### config.mk
export PLATFORM = sky130hd
export DESIGN_NAME = prog_mod_counter
export DESIGN_NICKNAME = d
export VERILOG_FILES = /design/src/rtl/prog_mod_counter_pkg.sv /design/src/rtl/mod_shadow_reg.sv /design/src/rtl/prog_mod_counter.sv
export SDC_FILE = /design/constraint.sdc
export NUM_CORES = 1
export LEC_CHECK = 0
export ABC_AREA = 1
export CORE_AREA = 10 10 110 112
export DETAILED_ROUTE_END_ITERATION = 6
export DIE_AREA = 0 0 120 122
export PLACE_DENSITY = 0.5
export SYNTH_ARGS = -nofsm -noshare
export SYNTH_HDL_FRONTEND = slang
export SYNTH_HIERARCHICAL = 1
export SYNTH_SLANG_ARGS = --single-unit
### constraint.sdc
create_clock -name clk -period 10.6 [get_ports clk]
set_input_delay 2.12 -clock clk [delete_from_list [all_inputs] [get_ports clk]]
set_output_delay 2.12 -clock clk [all_outputs]
set_load 0.01 [all_outputs]
### src/rtl/prog_mod_counter_pkg.sv
// Shared types and helpers for the programmable modulus counter.
// sat_to_mod works on a fixed wide operand so any counter width up to MAX_W can use it.
package prog_mod_counter_pkg;

    localparam int unsigned MAX_W = 32;

    typedef enum logic {
        RUN  = 1'b0,
        DONE = 1'b1
    } state_t;

    // Clamp a value into the legal count range [0, m-1]; m is never zero.
    function automatic logic [MAX_W-1:0] sat_to_mod(
        input logic [MAX_W-1:0] value,
        input logic [MAX_W-1:0] m
    );
        return (value >= m) ? (m - MAX_W'(1)) : value;
    endfunction

endpackage

### src/rtl/mod_shadow_reg.sv
// Shadow register for the counter modulus: holds a pending value until the
// counter reaches a boundary, and flags rejected zero-modulus writes.
module mod_shadow_reg
    import prog_mod_counter_pkg::*;
#(
    parameter int unsigned W         = 8,
    parameter int unsigned RESET_VAL = 10
) (
    input  logic         clk,
    input  logic         reset,
    input  logic         i_m_wr,
    input  logic [W-1:0] i_m_in,
    input  logic         i_apply,
    input  logic         i_clr_err,
    output logic [W-1:0] o_pend,
    output logic         o_pend_valid,
    output logic         o_m_err
);

    logic [W-1:0] r_pend;
    logic         r_pend_valid;
    logic         r_m_err;
    logic         w_wr_ok;
    logic         w_wr_bad;

    assign w_wr_ok  = i_m_wr & (i_m_in != '0);
    assign w_wr_bad = i_m_wr & (i_m_in == '0);

    // A write landing in the same cycle as an apply becomes the next pending value.
    always_ff @(posedge clk or posedge reset) begin
        if (reset) begin
            r_pend       <= W'(RESET_VAL);
            r_pend_valid <= 1'b0;
            r_m_err      <= 1'b0;
        end else begin
            if (w_wr_ok) begin
                r_pend       <= i_m_in;
                r_pend_valid <= 1'b1;
            end else if (i_apply) begin
                r_pend_valid <= 1'b0;
            end

            if (w_wr_bad) begin
                r_m_err <= 1'b1;
            end else if (i_clr_err) begin
                r_m_err <= 1'b0;
            end
        end
    end

    assign o_pend       = r_pend;
    assign o_pend_valid = r_pend_valid;
    assign o_m_err      = r_m_err;

endmodule

### src/rtl/prog_mod_counter.sv
// W-bit up/down counter with run-time programmable modulus, clear, load and
// one-shot mode. Modulus updates are deferred to a period boundary.
module prog_mod_counter
    import prog_mod_counter_pkg::*;
#(
    parameter int unsigned W         = 8,
    parameter int unsigned M_DEFAULT = 10
) (
    input  logic         clk,
    input  logic         reset,
    input  logic         en,
    input  logic         up,
    input  logic         oneshot,
    input  logic         clr,
    input  logic         load,
    input  logic [W-1:0] load_val,
    input  logic         m_wr,
    input  logic [W-1:0] m_in,
    output logic [W-1:0] q,
    output logic [W-1:0] m_cur,
    output logic         max_tick,
    output logic         min_tick,
    output logic         wrap,
    output logic         done,
    output logic         m_err
);

    state_t       r_state;
    state_t       w_state_next;
    logic [W-1:0] r_q;
    logic [W-1:0] r_m_cur;
    logic         r_done;
    logic [W-1:0] w_q_next;
    logic [W-1:0] w_m_next;
    logic         w_done_next;
    logic [W-1:0] w_m_max;
    logic [W-1:0] w_m_next_max;
    logic [W-1:0] w_q_sat;
    logic [W-1:0] w_load_sat;
    logic [W-1:0] w_pend;
    logic         w_pend_valid;
    logic         w_m_err;
    logic         w_run;
    logic         w_max;
    logic         w_min;
    logic         w_wrap;
    logic         w_apply;

    mod_shadow_reg #(
        .W        (W),
        .RESET_VAL(M_DEFAULT)
    ) u_shadow (
        .clk         (clk),
        .reset       (reset),
        .i_m_wr      (m_wr),
        .i_m_in      (m_in),
        .i_apply     (w_apply),
        .i_clr_err   (clr),
        .o_pend      (w_pend),
        .o_pend_valid(w_pend_valid),
        .o_m_err     (w_m_err)
    );

    assign w_run   = (r_state == RUN);
    assign w_m_max = r_m_cur - W'(1);
    assign w_max   = (r_q == w_m_max);
    assign w_min   = (r_q == '0);
    assign w_wrap  = en & w_run & ~clr & ~load & (up ? w_max : w_min);

    // Pending modulus lands at a period boundary, on clear, or while parked in DONE.
    assign w_apply      = w_pend_valid & (clr | (~load & (w_wrap | ~w_run)));
    assign w_m_next     = w_apply ? w_pend : r_m_cur;
    assign w_m_next_max = w_m_next - W'(1);
    assign w_q_sat      = W'(sat_to_mod(MAX_W'(r_q), MAX_W'(w_m_next)));
    assign w_load_sat   = W'(sat_to_mod(MAX_W'(load_val), MAX_W'(r_m_cur)));

    always_ff @(posedge clk or posedge reset) begin
        if (reset) begin
            r_state <= RUN;
        end else begin
            r_state <= w_state_next;
        end
    end

    always_comb begin
        w_state_next = r_state;
        if (clr || load) begin
            w_state_next = RUN;
        end else if (w_wrap && oneshot) begin
            w_state_next = DONE;
        end
    end

    // Count datapath; a one-shot terminal count holds q instead of wrapping.
    always_comb begin
        w_q_next    = r_q;
        w_done_next = r_done;
        if (clr) begin
            w_q_next    = up ? '0 : w_m_next_max;
            w_done_next = 1'b0;
        end else if (load) begin
            w_q_next    = w_load_sat;
            w_done_next = 1'b0;
        end else if (w_wrap) begin
            if (oneshot) begin
                w_q_next    = w_q_sat;
                w_done_next = 1'b1;
            end else begin
                w_q_next = up ? '0 : w_m_next_max;
            end
        end else if (en && w_run) begin
            w_q_next = up ? (r_q + W'(1)) : (r_q - W'(1));
        end else begin
            w_q_next = w_q_sat;
        end
    end

    always_ff @(posedge clk or posedge reset) begin
        if (reset) begin
            r_q     <= '0;
            r_m_cur <= W'(M_DEFAULT);
            r_done  <= 1'b0;
        end else begin
            r_q     <= w_q_next;
            r_m_cur <= w_m_next;
            r_done  <= w_done_next;
        end
    end

    assign q        = r_q;
    assign m_cur    = r_m_cur;
    assign max_tick = w_max;
    assign min_tick = w_min;
    assign wrap     = w_wrap;
    assign done     = r_done;
    assign m_err    = w_m_err;

endmodule

# == After elaboration in Yosys (flattened, before gate mapping) ==
# Index checks and enable logic that the tools add are counted.
# word_totals
ff_bits,28
latch_bits,0
mem_bits_rw,0
rom_bits,0
in_bits,24
out_inout_bits,21
elab_cells,62
n_memories,0
# op_classes
addsub,6
mul,0
div,0
order_cmp,2
n_eq_ne,1
shifts,0
muxes,21
n_bitwise,13
n_reduce_logical,12
# ops
operator,count
$mux W8,10
$sub A8 B1 Y8 const B,5
$ge A8 B8 Y1,2
$logic_not A8 Y1,2
$mux W1,11
$add A8 B1 Y8 const B,1
$and A1 B1 Y1,8
$eq A8 B8 Y1,1
$reduce_bool A8 Y1,1
$reduce_bool A2 Y1,3
$reduce_bool A3 Y1,2
$not A1 Y1,3
$logic_and A1 B1 Y1,2
$or A1 B1 Y1,2
$reduce_and A2 Y1,1
$logic_or A1 B1 Y1,1

# == Logic depth before layout (Yosys ltp) ==
# logic_depth
word_depth,16
depth_mapped,32
depth_no_buf,32

# == By module ==
# The synthesis kept the hierarchy.
# by_module_without_submodules
module,instances,cells_each,area_per_inst_um2,seq_area_each_um2
prog_mod_counter,1,405,2453.6,452.9
mod_shadow_reg,1,58,461.7,252.7

# == Least setup slack after synthesis ==
# Ideal clock, no wire load.
# synth_timing
path_kind,in2out
start,input port clr
end,output port wrap
arrival_time_ns,2.870
required_ns,8.480
path_slack_ns,5.610
path_stages,5
path_buffers,0
cell_sequence,nor2_1 > inv_1 > nor2_1 > nand2_4 > inv_1
# synth_via
elab_chain_len,4
# synth_lines
item,line_no,source
from (decl),prog_mod_counter.sv:14,"input logic clr,"
$not A1 Y1,prog_mod_counter.sv:68,assign w_wrap = en & w_run & ~clr & ~load & (up ? w_max : w_min);
$and A1 B1 Y1 (3 in series),prog_mod_counter.sv:68,
to (decl),prog_mod_counter.sv:23,"output logic wrap,"
# No other way between the ends.

# == Worst setup path in the final report ==
# Ends and elaborated chain as after synthesis.

==> flow_metrics.py <==
metrics = {
    "setup_path": {
        "cp_slowest_cell": "clkdlybuf4s50_1",
        "r2r-start": "m_cur[0]",
        "end_kind": "output port",
        "crit_required_ns": 8.48,
        "r2r_slack_ns": 6.40,
        "rr_worst_depth": 24,
        "crit_path_max_fanout": 13,
        "cpPeakStageDelay_ns": 0.65,
        "worst_setup_path_start_kind": "input port",
        "path_cells": "clkdlybuf4s50_1 -> nor2_1 -> inv_1 -> nor2_1 -> nand2_4 -> inv_1 -> clkdlybuf4s50_1",
        "rr_endpoint": "q[2]",
        "worstPathArrival_ns": 4.43,
        "timing_worst_setup_path_type": "in -> out",
    },
    "status": {
        "status": "finished clean",
    },
    "cells_and_area": {
        "nets": 552,
        "area_delta_synth_final_pct": 22.1,
        "n_fill_cell": 1111,
        "antenna_cells": 0,
        "drive_above_1_share": 0.0913,
    },
    "synth": {
        "yosys_warnings": 6,
        "synth.avg_cell_area_um2": 6.30,
        "synth_top_area_frac": 0.206,
        "netlist_instances": 463,
        "synth.most_common_cell": "nand2_1",
        "synth_edf_count": 0,
        "synthArstFlopShare": 1.00,
        "yosysTopAreaCell": "dfrtp_1",
        "yosysSeqAreaShare": 0.242,
        "synthFlopType": "dfrtp_1",
        "synth_seq_cells": 28,
        "synth_cell_types": 36,
        "syn_area_um2": 2920,
        "syn-num-nets": 510,
        "synth_common_cells": "nand2_1, inv_1, nand3_1",
        "netlist_top_cells_area": "dfrtp_1, nand2_1, ha_1, inv_1, nand3_1",
    },
    "route": {
        "first_iter_violations": 198,
        "postRouteAntennaNets": 0,
        "viasPerCell": 4.78,
        "wire_per_inst_um": 14.8,
        "postRouteWirelength_mm": 9.48,
        "first_pass_iters": 5,
        "drc": 0,
        "vias": 3059,
    },
    "grt": {
        "grt_usage": 0.130,
        "grt_max_degree": 20,
        "antenna_found_initial": 0,
        "grt_pass1_vias": 3010,
        "overflow": 0,
        "grt_pass1_wl_mm": 15.5,
    },
    "clocking": {
        "cts_buffers": 3,
        "clockBufferDepth": 2,
        "clock_latency_ns": 0.28,
        "path_clk_slew_ns": 0.10,
        "post_cts_resize_count": 0,
        "cts_tree": "built",
        "cts_max_level": 1,
        "root_buffer": "clkbuf_8",
        "cts_sinks": 28,
        "cts_setup_buffers": 0,
        "postCtsHoldBufs": 0,
    },
    "placement": {
        "gp_congestion": 0.882,
        "portBuffers": 44,
        "place_ws_ns": 4.05,
        "dpl.hpwl_mm": 7.72,
    },
    "worst_hold_path": {
        "hp-class": "reg -> reg",
        "hold_path_depth": 2,
        "hold_end": "u_shadow/o_pend[1]",
        "hold_start": "u_shadow/o_pend[1]",
    },
    "timing": {
        "fmax_ghz": 0.153,
        "grt_setup_unrepaired": "false",
        "tns_ns": 0,
        "hold-worst-slack_ns": 0.481,
        "drv_slew": 0,
        "layout_setup_ws_ns": 4.05,
        "hold_viol_final": 0,
        "clock_skew_ns": 0.00878,
        "worst_pin_slew_ns": 1.04,
        "post-route-min-period_ns": 6.55,
        "post-route-period-util": 0.618,
        "slew_headroom": 0.301,
        "setup_violations": 0,
    },
    "power": {
        "peakVddDrop_mv": 0.0556,
        "power_density_nw_per_um2": 168,
        "leakage_nw": 1.82,
        "power_w": 0.000599,
    },
    "floorplan": {
        "initial_core_util": 0.290,
        "die_x_um": 120,
        "row_count": 37,
        "die_y_um": 122,
        "die_area_um2": 14600,
        "core_um2": 10000,
        "io_pins": 45,
    },
    "flow_run": {
        "maxCapViolations": 0,
    },
}
==> power breakdown <==
group	switching, W	total [W]	leakage, nW	internal [W]
Clock	0.0000383	0.0000890	0.0357	0.0000506
Sequential	0.0000339	0.000160	0.338	0.000126
Combinational	0.000214	0.000350	1.45	0.000137
Total	0.000286	0.000599	1.82	0.000313
==> registers in the layout (all words and copies together), names as in the netlist <==
name,count
u_shadow/o_pend_valid,1
r_state,1
done,1
q,8
u_shadow/o_m_err,1
u_shadow/o_pend,8
m_cur,8
==> cell families (layout without fill, tap and decap cells) <==
group                    count (synthesis)  count (layout)  share of synthesized area
AO/OA/AOI/OAI                           70              70                      0.141
XOR/XNOR                                 5               5                     0.0150
adder cells (fa/ha/maj)                 23              23                      0.101
buffers and inverters                   76             117                      0.102
flip-flops                              28              28                      0.242
AND/OR/NAND/NOR                        261             261                      0.399
==> through the flow <==
| step | utilization | cells | area (um2) |
|---|---|---|---|
| 6_report | 0.354 | 640 | 3560 |
| 5_1_grt | 0.354 | 640 | 3560 |
| 4_1_cts | 0.354 | 640 | 3560 |
| 3_5_place_dp | 0.347 | 636 | 3490 |
| 3_3_place_gp | 0.347 | 636 | 3490 |
| 2_1_floorplan | - | 463 | 2920 |
==> layout by cell type (no fill, tap or decap), types with 4 or more instances in the layout <==
cell	n
nand2_1	150
inv_1	61
nand3_1	44
clkdlybuf4s50_1	44
nor2_1	33
dfrtp_1	24
o21ai_0	23
ha_1	22
a21oi_1	15
o21ai_1	10
nor2_2	8
nand2_2	8
inv_2	6
o22ai_1	6
xor2_1	5
o21ai_2	5
nand4_1	4
o211ai_1	4
dfstp_2	4
==> worst max-delay path by stage <==
stage	startpoint	endpoint	slack [ns]
after floorplan	clr	wrap	5.61
after global placement	clr	wrap	4.15
after detailed placement	clr	wrap	4.05
after CTS	clr	wrap	4.04
after global routing	clr	wrap	3.80
final	clr	wrap	4.05
==> worst max-delay path, delay by kind of cell <==
kind / cells / cell delay, ns
simple gates: 3 / 0.89
buf+inv: 4 / 1.41
==> metal layers <==
layer | track usage | vias up | share of wire | wire [um]
met5 | 0 | - | 0 | 0
met4 | 0.0294 | 0 | 0.0078 | 74
met3 | 0.0162 | 4 | 0.041 | 389
met2 | 0.215 | 67 | 0.46 | 4330
met1 | 0.176 | 1408 | 0.49 | 4690
li1 | - | 1580 | - | -
==> cell type report <==
type / count / area (um2) / share of cell area
Clock buffer: 3 / 41.3 / 0.0116
Clock inverter: 1 / 30.0 / 0.00843
Inverter: 69 / 262 / 0.0734
Multi-Input combinational cell: 359 / 1910 / 0.537
Sequential cell: 28 / 706 / 0.198
Tap cell: 136 / 170 / 0.0478
Timing Repair Buffer: 44 / 440 / 0.124
Power figures use the tool's default switching activity.
